<file path="src/rtl/fp_cvt_pkg.sv">
// fp_cvt_pkg: rounding modes and IEEE-754 format helpers shared by the conversion path
package fp_cvt_pkg;

    typedef enum logic [2:0] {
        RM_RNE = 3'd0,
        RM_RTZ = 3'd1,
        RM_RUP = 3'd2,
        RM_RDN = 3'd3,
        RM_RMM = 3'd4
    } rm_e;

    function automatic int exp_width(input int fpwid);
        return fpwid == 16 ? 5 : fpwid == 64 ? 11 : fpwid == 128 ? 15 : 8;
    endfunction

    function automatic int man_width(input int fpwid);
        return fpwid - 1 - exp_width(fpwid);
    endfunction

    function automatic int exp_bias(input int fpwid);
        return (1 << (exp_width(fpwid) - 1)) - 1;
    endfunction

    // Magnitude field (exponent + mantissa, no sign) of infinity.
    function automatic logic [126:0] inf_mag(input int fpwid);
        return ((127'd1 << exp_width(fpwid)) - 127'd1) << man_width(fpwid);
    endfunction

    // Largest finite magnitude sits one code below infinity.
    function automatic logic [126:0] max_mag(input int fpwid);
        return inf_mag(fpwid) - 127'd1;
    endfunction

endpackage

</file>
<file path="src/rtl/cntlz_n.sv">
// cntlz_n: combinational leading-zero counter; all-zero input reports W
module cntlz_n #(
    parameter int W = 32
) (
    input  logic [W-1:0]       d,
    output logic [$clog2(W):0] lz
);
    localparam int LW = $clog2(W) + 1;

    // highest set bit wins because later iterations overwrite earlier ones
    always_comb begin
        lz = LW'(W);
        for (int k = 0; k < W; k++)
            if (d[k]) lz = LW'(W - 1 - k);
    end

endmodule

</file>
<file path="src/rtl/i2f_pipe.sv">
// i2f_pipe: three-stage integer to IEEE-754 converter with valid/ready flow control
module i2f_pipe
    import fp_cvt_pkg::*;
#(
    parameter int FPWID = 32,
    parameter int IWID  = 32
) (
    input  logic             clk,
    input  logic             rst,
    input  logic             ce,
    input  logic             in_valid,
    output logic             in_ready,
    input  logic             op,
    input  logic [2:0]       rm,
    input  logic [IWID-1:0]  i,
    output logic             out_valid,
    input  logic             out_ready,
    output logic [FPWID-1:0] o,
    output logic             inexact,
    output logic             overflow
);
    localparam int EXPW = exp_width(FPWID);
    localparam int MANW = man_width(FPWID);
    localparam int BIAS = exp_bias(FPWID);
    localparam int LW   = $clog2(IWID) + 1;
    localparam int FW   = IWID - 1;
    localparam int XW   = IWID + MANW + 1;
    localparam int EW   = 18;
    localparam logic [EW-1:0]  ELIM   = EW'((1 << EXPW) - 1);
    localparam logic [126:0]   INF_W  = inf_mag(FPWID);
    localparam logic [126:0]   MAXF_W = max_mag(FPWID);

    logic v1, v2, v3, adv;
    logic s1_sign, s1_zero;
    rm_e s1_rm;
    logic [IWID-1:0] s1_mag;
    logic s2_sign, s2_zero;
    rm_e s2_rm;
    logic [FW-1:0] s2_frac;
    logic [EW-1:0] s2_e;
    logic [LW-1:0] lz;

    logic [XW-1:0]    ext;
    logic [MANW-1:0]  mant;
    logic [MANW:0]    mant_r;
    logic             g, r, s, rnd, exceed, permit;
    logic [EW-1:0]    exp_pre, exp_b;
    logic [FPWID-1:0] res;
    logic             res_inx, res_ovf;

    assign adv       = ce & ~(v3 & ~out_ready);
    assign in_ready  = adv;
    assign out_valid = v3;

    cntlz_n #(.W(IWID)) u_lz (
        .d  (s1_mag),
        .lz (lz)
    );

    // valid bits move in lockstep; bubbles are kept, never squeezed out
    always_ff @(posedge clk)
        if (rst) {v1, v2, v3} <= '0;
        else if (adv) {v1, v2, v3} <= {in_valid, v1, v2};

    // S1: capture sign, magnitude (most negative value maps to 2^(IWID-1)) and zero
    always_ff @(posedge clk)
        if (adv && in_valid) begin
            s1_sign <= op & i[IWID-1];
            s1_mag  <= (op & i[IWID-1]) ? -i : i;
            s1_zero <= i == '0;
            s1_rm   <= rm > 3'd4 ? RM_RNE : rm_e'(rm);
        end

    // S2: normalise so the leading one is implicit; keep only the fraction below it
    always_ff @(posedge clk)
        if (adv && v1) begin
            s2_sign <= s1_sign;
            s2_zero <= s1_zero;
            s2_rm   <= s1_rm;
            s2_frac <= FW'(s1_mag << lz);
            s2_e    <= EW'(IWID - 1) - EW'(lz);
        end

    // S3 datapath: round, detect overflow on the exact magnitude, and pack
    always_comb begin
        ext     = {s2_frac, {(MANW + 2){1'b0}}};
        mant    = ext[XW-1 -: MANW];
        g       = mant[0];
        r       = ext[XW-1-MANW];
        s       = |ext[XW-2-MANW:0];
        rnd     = s2_rm == RM_RTZ ? 1'b0 :
                  s2_rm == RM_RUP ? (r | s) & ~s2_sign :
                  s2_rm == RM_RDN ? (r | s) & s2_sign :
                  s2_rm == RM_RMM ? r : r & (g | s);
        mant_r  = {1'b0, mant} + {{MANW{1'b0}}, rnd};
        exp_pre = s2_e + EW'(BIAS);
        exp_b   = exp_pre + EW'(mant_r[MANW]);
        exceed  = exp_pre + EW'(&mant & (r | s)) >= ELIM;
        permit  = s2_rm == RM_RNE || s2_rm == RM_RMM ||
                  (s2_rm == RM_RUP && !s2_sign) || (s2_rm == RM_RDN && s2_sign);
        res     = s2_zero ? '0 :
                  exceed  ? {s2_sign, (permit && exp_b >= ELIM) ? INF_W[FPWID-2:0] : MAXF_W[FPWID-2:0]} :
                            {s2_sign, exp_b[EXPW-1:0], mant_r[MANW-1:0]};
        res_inx = ~s2_zero & (r | s | exceed);
        res_ovf = ~s2_zero & exceed;
    end

    // S3 result register; holds across stalls and clock-enable gaps
    always_ff @(posedge clk)
        if (rst) begin
            o        <= '0;
            inexact  <= 1'b0;
            overflow <= 1'b0;
        end else if (adv && v2) begin
            o        <= res;
            inexact  <= res_inx;
            overflow <= res_ovf;
        end

endmodule

</file>
<file path="config.mk">
export PLATFORM = sky130hd
export DESIGN_NAME = i2f_pipe
export DESIGN_NICKNAME = d
export VERILOG_FILES = /design/src/rtl/fp_cvt_pkg.sv /design/src/rtl/cntlz_n.sv /design/src/rtl/i2f_pipe.sv
export SDC_FILE = /design/constraint.sdc
export NUM_CORES = 1
export LEC_CHECK = 0
export CORE_MARGIN = 2
export CORE_UTILIZATION = 55
export DETAILED_ROUTE_END_ITERATION = 16
export DONT_BUFFER_PORTS = 1
export GPL_TIMING_DRIVEN = 1
export PLACE_DENSITY = 0.7
export SLEW_MARGIN = 5
export SYNTH_ARGS = -nofsm -noshare
export SYNTH_HDL_FRONTEND = slang
export SYNTH_SLANG_ARGS = --single-unit
</file>
<file path="constraint.sdc">
create_clock -name clk -period 5.63 [get_ports clk]
set_clock_uncertainty 0.2 [all_clocks]
set_input_delay 1.126 -clock clk [delete_from_list [all_inputs] [get_ports clk]]
set_output_delay 1.126 -clock clk [all_outputs]
set_load 0.02 [all_outputs]
</file>
# [Word level (Yosys, flattened, before mapping)]
# Index checks and enable logic that the tools add are counted.
[classes] muxes=40 reduce_logical=14 n_addsub=6 eq_ne=4 order_cmp=3 bitwise_logic=17 shifts=1
[op_table] cell="$mux W6" count=32
[op_table] cell="$mux W32" count=2
[op_table] cell="$add A18 B1 Y18" count=2
[op_table] cell="$ge A18 B8 Y1 const B" count=2
[op_table] cell="$logic_not A32 Y1" count=1
[op_table] cell="$neg A32 Y32" count=1
[op_table] cell="$shl A32 B6 Y31" count=1
[op_table] cell="$mux W31" count=1
[op_table] cell="$add A23 B1 Y24" count=1
[op_table] cell="$mux W24" count=1
[op_table] cell="$reduce_and A23 Y1" count=1
[op_table] cell="$add A18 B7 Y18 const B" count=1
[op_table] cell="$and A1 B1 Y1" count=9
[op_table] cell="$reduce_or A7 Y1" count=1
[op_table] cell="$sub A5 B6 Y7 const A" count=1
[op_table] cell="$eq A3 B2 Y1 const B" count=2
[op_table] cell="$logic_and A1 B1 Y1" count=6
[op_table] cell="$mux W1" count=4
[op_table] cell="$not A1 Y1" count=4
[op_table] cell="$or A1 B1 Y1" count=4
[op_table] cell="$eq A3 B1 Y1 const B" count=1
[op_table] cell="$eq A3 B3 Y1 const B" count=1
[op_table] cell="$gt A3 B3 Y1 const B" count=1
[op_table] cell="$logic_not A3 Y1" count=1
[op_table] cell="other kinds (2)" count=4
[word_totals] out_inout_bits=36 inputBits=41 reg_bits=128 elab_cells=100

# [Depth between registers and ports, before layout]
[logic_depth] depth_word=33 mapped_depth=18 mapped_depth_nobuf=18

# [Cells and area by module]
# From an unflattened synthesis, not the netlist that was laid out.
[hier_totals] hier_cells=699 area_unflattened_um2=7206.9
[modules_own_cells] module="i2f_pipe" instances=1 seq_area_each_um2=3113.0 area_each_um2=6839.1 cells_per_inst=634
[modules_own_cells] module="cntlz_n" instances=1 seq_area_each_um2=0.0 area_each_um2=367.9 cells_per_inst=65

# [Least setup slack after synthesis]
# Ideal clock, no wire load.
[synth_timing] kind="reg-to-reg" startpoint="register s2_sign" endpoint="register o[27]" arrival_ns=3.174 setup_ns=0.128 required_time_ns=5.302 period_less_slack_ns=3.502 stages_incl_launch_ff=18 n_path_buf=0 slack_ns=2.128 path_cell_list="edfxtp_1 -> xor2_1 -> nor3b_1 -> a21oi_1 -> nor2_1 -> ha_1 -> nand3_1 -> nor2_1 -> nand4_1 -> or2_2 -> nor2_1 -> ha_1 -> ha_1 -> mux2_2 -> o22ai_1 -> xor2_1 -> a22oi_1 -> nor2_1"
[synth_between] elab_chain_len=8 elab_cells_between_ends=10 classes_between="add/sub (2); mux (5); bitwise (3)"
[synth_lines] element="from (decl)" line="i2f_pipe.sv:37" source="logic s2_sign, s2_zero;"
[synth_lines] element="from (signal assigned)" line="i2f_pipe.sv:77" source="s2_sign <= s1_sign;"
[synth_lines] element="$and A1 B1 Y1 / $not A1 Y1 (equally long branches)" line="i2f_pipe.sv:93, i2f_pipe.sv:92"
[synth_lines] element="$mux W1 / $and A1 B1 Y1 (equally long branches)" line="i2f_pipe.sv:93, i2f_pipe.sv:92"
[synth_lines] element="$mux W1 (*)" line="i2f_pipe.sv:92" source="s2_rm == RM_RUP ? (r | s) & ~s2_sign :"
[synth_lines] element="$mux W1 (*)" line="i2f_pipe.sv:91" source="rnd = s2_rm == RM_RTZ ? 1'b0 :"
[synth_lines] element="$add A23 B1 Y24 (*)" line="i2f_pipe.sv:95" source="mant_r = {1'b0, mant} + {{MANW{1'b0}}, rnd};"
[synth_lines] element="$add A18 B1 Y18 (*)" line="i2f_pipe.sv:97" source="exp_b = exp_pre + EW'(mant_r[MANW]);"
[synth_lines] element="$mux W31 (*)" line="i2f_pipe.sv:102" source="exceed ? {s2_sign, (permit && exp_b >= ELIM) ? INF_W[FPWID-2:0] : MAXF_W[FPWID-2:0]} :"
[synth_lines] element="$mux W32 (*)" line="i2f_pipe.sv:101" source="res = s2_zero ? '0 :"
[synth_lines] element="to (signal assigned)" line="i2f_pipe.sv:115" source="o <= res;"
[synth_lines] element="to (decl)" line="i2f_pipe.sv:18" source="output logic [FPWID-1:0] o,"
# Mark *: on every way between the ends. The rest lies on a longest branch, timed or not.
# A chain may end at the register's enable or synchronous reset.

# [Final worst setup path]
# Same ends and word-level chain as after synthesis.

==> out/metrics.csv <==
stage,metric,value,unit
outcome,outcome,"complete, no violations",
global_route,global-route wire length before repair,31.9,mm
power_and_ir_drop,Internal,0.00179,W
route,Routed WL,19.8,mm
hold_path,Worst Hold Class,flop to flop,
synth,most common cell in the netlist,nor2_1,
timing,min cycle time layout,4.11,ns
worst_setup_path,Reg2Reg Setup Slack,1.52,ns
timing,Setup TNS,0,ns
finish,fill cell count,1177,
die,Initial Utilization,56.0,%
timing,FMAX,0.243,GHz
power_and_ir_drop,Clock Power Share,47.7,%
die,Rows,43,
run,max-cap viol count,0,
worst_setup_path,cell breakdown of the critical path,"xor2_1, nor3b_1, a21oi_1, nor2_1, ha_1, nand3_1, nor2_1, nand4_1, or2_2, nor2_1, ha_1, ha_1, mux2_2, o22ai_1, xor2_1, a22oi_1, nor2_1",
power_and_ir_drop,sequential power share,41.2,%
timing,Worst slew margin,28.2,%
route,Vias/cell,6.49,
synth,post-synth top area cell,edfxtp_1,
clock_network,total CTS buffers,17,
worst_setup_path,R2R Path End,o[27]$_SDFFE_PP0P_,
placement,IO buf count,0,
route,routed vias,6573,
die,core footprint,0.0138,mm2
worst_setup_path,Setup crit end kind,flop,
global_route,Congestion Overflow GR,0,
worst_setup_path,"most used cell, CP",nor2_1,
placement,Placed Area,0.00770,mm2
clock_network,CTS H-Tree Depth,4,
worst_setup_path,"Buf+Inv Stages, Crit Path",0,
worst_setup_path,FF-to-FF Start,s2_sign$_DFFE_PP_,
worst_setup_path,"slowest stage delay, CP",0.41,ns
clock_network,post-CTS sizing,0,
worst_setup_path,WP data arrival,4.27,ns
finish,Final #Nets,867,
route,DRT Pass-1 Iters,5,
worst_setup_path,WP data required,5.79,ns
clock_network,"Clk pin slew, worst setup/hold paths",0.06,ns
power_and_ir_drop,pwr dens,289,mW/mm2
timing,Min Hold Slack,0.220,ns
placement,dpl hpwl,14.6,mm
finish,layout cells sized above 1,9.60,%
clock_network,clock latency on the worst-skew pair,0.43,ns
timing,Final Setup Violations,0,
synth,Synthesized Nets,898,
worst_setup_path,Worst path depth,17,
synth,"EDFF count, synth",79,
synth,Post-synth top flop,edfxtp_1,
worst_setup_path,critical path type,flop to flop,
power_and_ir_drop,Comb pwr share,11.1,%
finish,multi-input logic area,0.00420,mm2
worst_setup_path,reg2reg path depth,17,
power_and_ir_drop,Sw Share,25.7,%
die,total I/O pin count,77,
synth,synth warn,0,
synth,Yosys reg bits,116,
hold_path,worst hold stages,0,
synth,area share of the largest cell type after synthesis,30.8,%
synth,Syn Area/Cell,9.06,um2
finish,Register Area,0.00311,mm2
global_route,initial antenna violation count,0,
synth,Post-synth top cells,"nor2_1, edfxtp_1, nand2_1",
synth,post-synth cell types,73,
die,Die W,122,um
route,DRC viols,0,
finish,# diodes,0,
placement,Final Wtd Congestion,0.974,
synth,post-synthesis cell count,851,
worst_setup_path,CP max FO,5,
finish,cell area after layout,0.00834,mm2
worst_setup_path,critical path's top delay family,simple AND/OR/NAND/NOR gates,
die,die area,0.0150,mm2
finish,P&R area growth vs syn,8.20,%
timing,RSZ-0062 raised after global routing,false,
synth,mapped cell area,0.00771,mm2
route,DR iter-0 viols,526,
die,Die Y,122,um
global_route,Total GRT Usage,27.4,%
route,DR WL/cell,19.6,um
synth,post-synthesis sequential area ratio,40.4,%
synth,Area contributors post-synth,"edfxtp_1, dfxtp_1, nor2_1",
global_route,largest net degree at the start of global routing,50,
clock_network,Hold Buf Count CTS,0,
clock_network,Sink Count,116,
route,Final ANT Viol Nets,0,
clock_network,TritonCTS clock tree,yes,
clock_network,Root Buffer,clkbuf_16,
global_route,vias in the first global route,6330,
timing,Max Slew Vio Count,0,
timing,Slew @ Worst Pin,1.08,ns
worst_setup_path,CP startpoint kind,flop,
synth,"FFs w/ async S/R, synth",0,%
power_and_ir_drop,Leakage,2.93,nW
worst_setup_path,slowest CP cell,edfxtp_1,
hold_path,hold_sp,s1_rm[0]$_SDFFCE_PN0P_,
power_and_ir_drop,Peak VDD IR,0.000207,V
timing,fin crit share,73.0,%
hold_path,Hold Path Sink,s2_rm[0]$_DFFE_PP_,
clock_network,clock buffer depth,2,
timing,Final Hold Vio Count,0,
power_and_ir_drop,Psw,0.000622,W
clock_network,postcts setup bufs,0,
## layer usage
layer  global-route usage, %  up-vias  part of all wire [%]
met2                    47.5      315                    50
met5                       0        -                     0
met1                    33.1     3123                    41
li1                        -     3092                     -
met4                    11.2        0                   2.9
met3                    5.81       43                   6.1
## registers in the layout (all words and copies together), names as in the netlist
signal and flops:
o 32, s1_mag 32, s2_frac 31, s2_e 6
s1_rm 3, s2_rm 3, inexact 1, out_valid 1
overflow 1, s1_sign 1, s1_zero 1, s2_sign 1
s2_zero 1, v1 1, v2 1
## through the flow
step	setup slack (ns)	power (W)	std cells	utilization, %
3_3_place_gp	1.72	0.00127	981	55.9
4_1_cts	1.53	0.00243	1013	60.5
5_1_grt	1.29	0.00250	1013	60.5
3_5_place_dp	1.55	0.00128	981	55.9
6_report	1.52	0.00241	1013	60.5
2_1_floorplan	2.13	0.00121	851	-
## cell type report
cell class | instances | share of cell area, %
clock buffers | 20 | 6.00
clock inverters | 12 | 1.65
inverters | 29 | 1.34
multi-input cells | 649 | 50.3
flip-flops and latches | 116 | 37.3
well taps | 180 | 2.70
repair buffers | 7 | 0.630
## worst reg2reg max path: stages (launching register included)
cell and delay (ns):
edfxtp_1 0.41, xor2_1 0.18, nor3b_1 0.29, a21oi_1 0.11, nor2_1 0.11, ha_1 0.23
nand3_1 0.15, nor2_1 0.30, nand4_1 0.22, or2_2 0.38, nor2_1 0.11, ha_1 0.20
ha_1 0.25, mux2_2 0.36, o22ai_1 0.18, xor2_1 0.16, a22oi_1 0.08, nor2_1 0.13
## how the worst max path moves through the flow
stage                 startpoint                 end
4_1_cts        s2_sign$_DFFE_PP_  o[27]$_SDFFE_PP0P_
3_5_place_dp   s2_sign$_DFFE_PP_  o[27]$_SDFFE_PP0P_
5_1_grt        s2_sign$_DFFE_PP_  o[27]$_SDFFE_PP0P_
6_report       s2_sign$_DFFE_PP_  o[27]$_SDFFE_PP0P_
2_1_floorplan  s2_sign$_DFFE_PP_  o[27]$_SDFFE_PP0P_
3_3_place_gp   s2_sign$_DFFE_PP_  o[27]$_SDFFE_PP0P_
## kinds of logic (layout without fill, tap and decap cells)
kind of cell,Yosys count,after routing,share of synthesized area [%]
flip-flops,116,116,40.4
adder cells (fa/ha/maj),6,6,0.974
XOR/XNOR,57,57,6.48
AO/OA/AOI/OAI,210,210,18.9
multiplexers,45,45,6.01
AND/OR/NAND/NOR,331,331,22.0
buffers and inverters,86,68,5.26
## cell usage in the layout (no fill, tap or decap), types with 6 or more instances in the layout
cell,n
or3_1,8
a21oi_1,55
nand3_1,21
o22ai_1,13
ha_1,6
nor3_1,28
o21ai_0,27
dfxtp_1,37
buf_4,7
inv_1,27
a22o_1,12
nor3b_1,8
and2_1,10
nor4_1,12
nor3_2,6
xnor2_1,31
o211ai_1,7
nor4_2,6
mux2i_1,35
edfxtp_1,79
xor2_1,26
a221oi_1,6
nor2_1,108
a22oi_1,38
and3_1,10
nand4_1,10
nand2b_1,10
mux2_2,10
clkbuf_16,20
nand2_1,71
## power groups by stage
stage / sequential [W] / combinational [W] / clock [W]
6_report: 0.000994 / 0.000269 / 0.00115
5_1_grt: 0.000998 / 0.000293 / 0.00120
4_1_cts: 0.000993 / 0.000266 / 0.00117
3_5_place_dp: 0.00101 / 0.000265 / 0
3_3_place_gp: 0.00101 / 0.000261 / 0
2_1_floorplan: 0.000986 / 0.000224 / 0
Power figures use the tool's default switching activity.
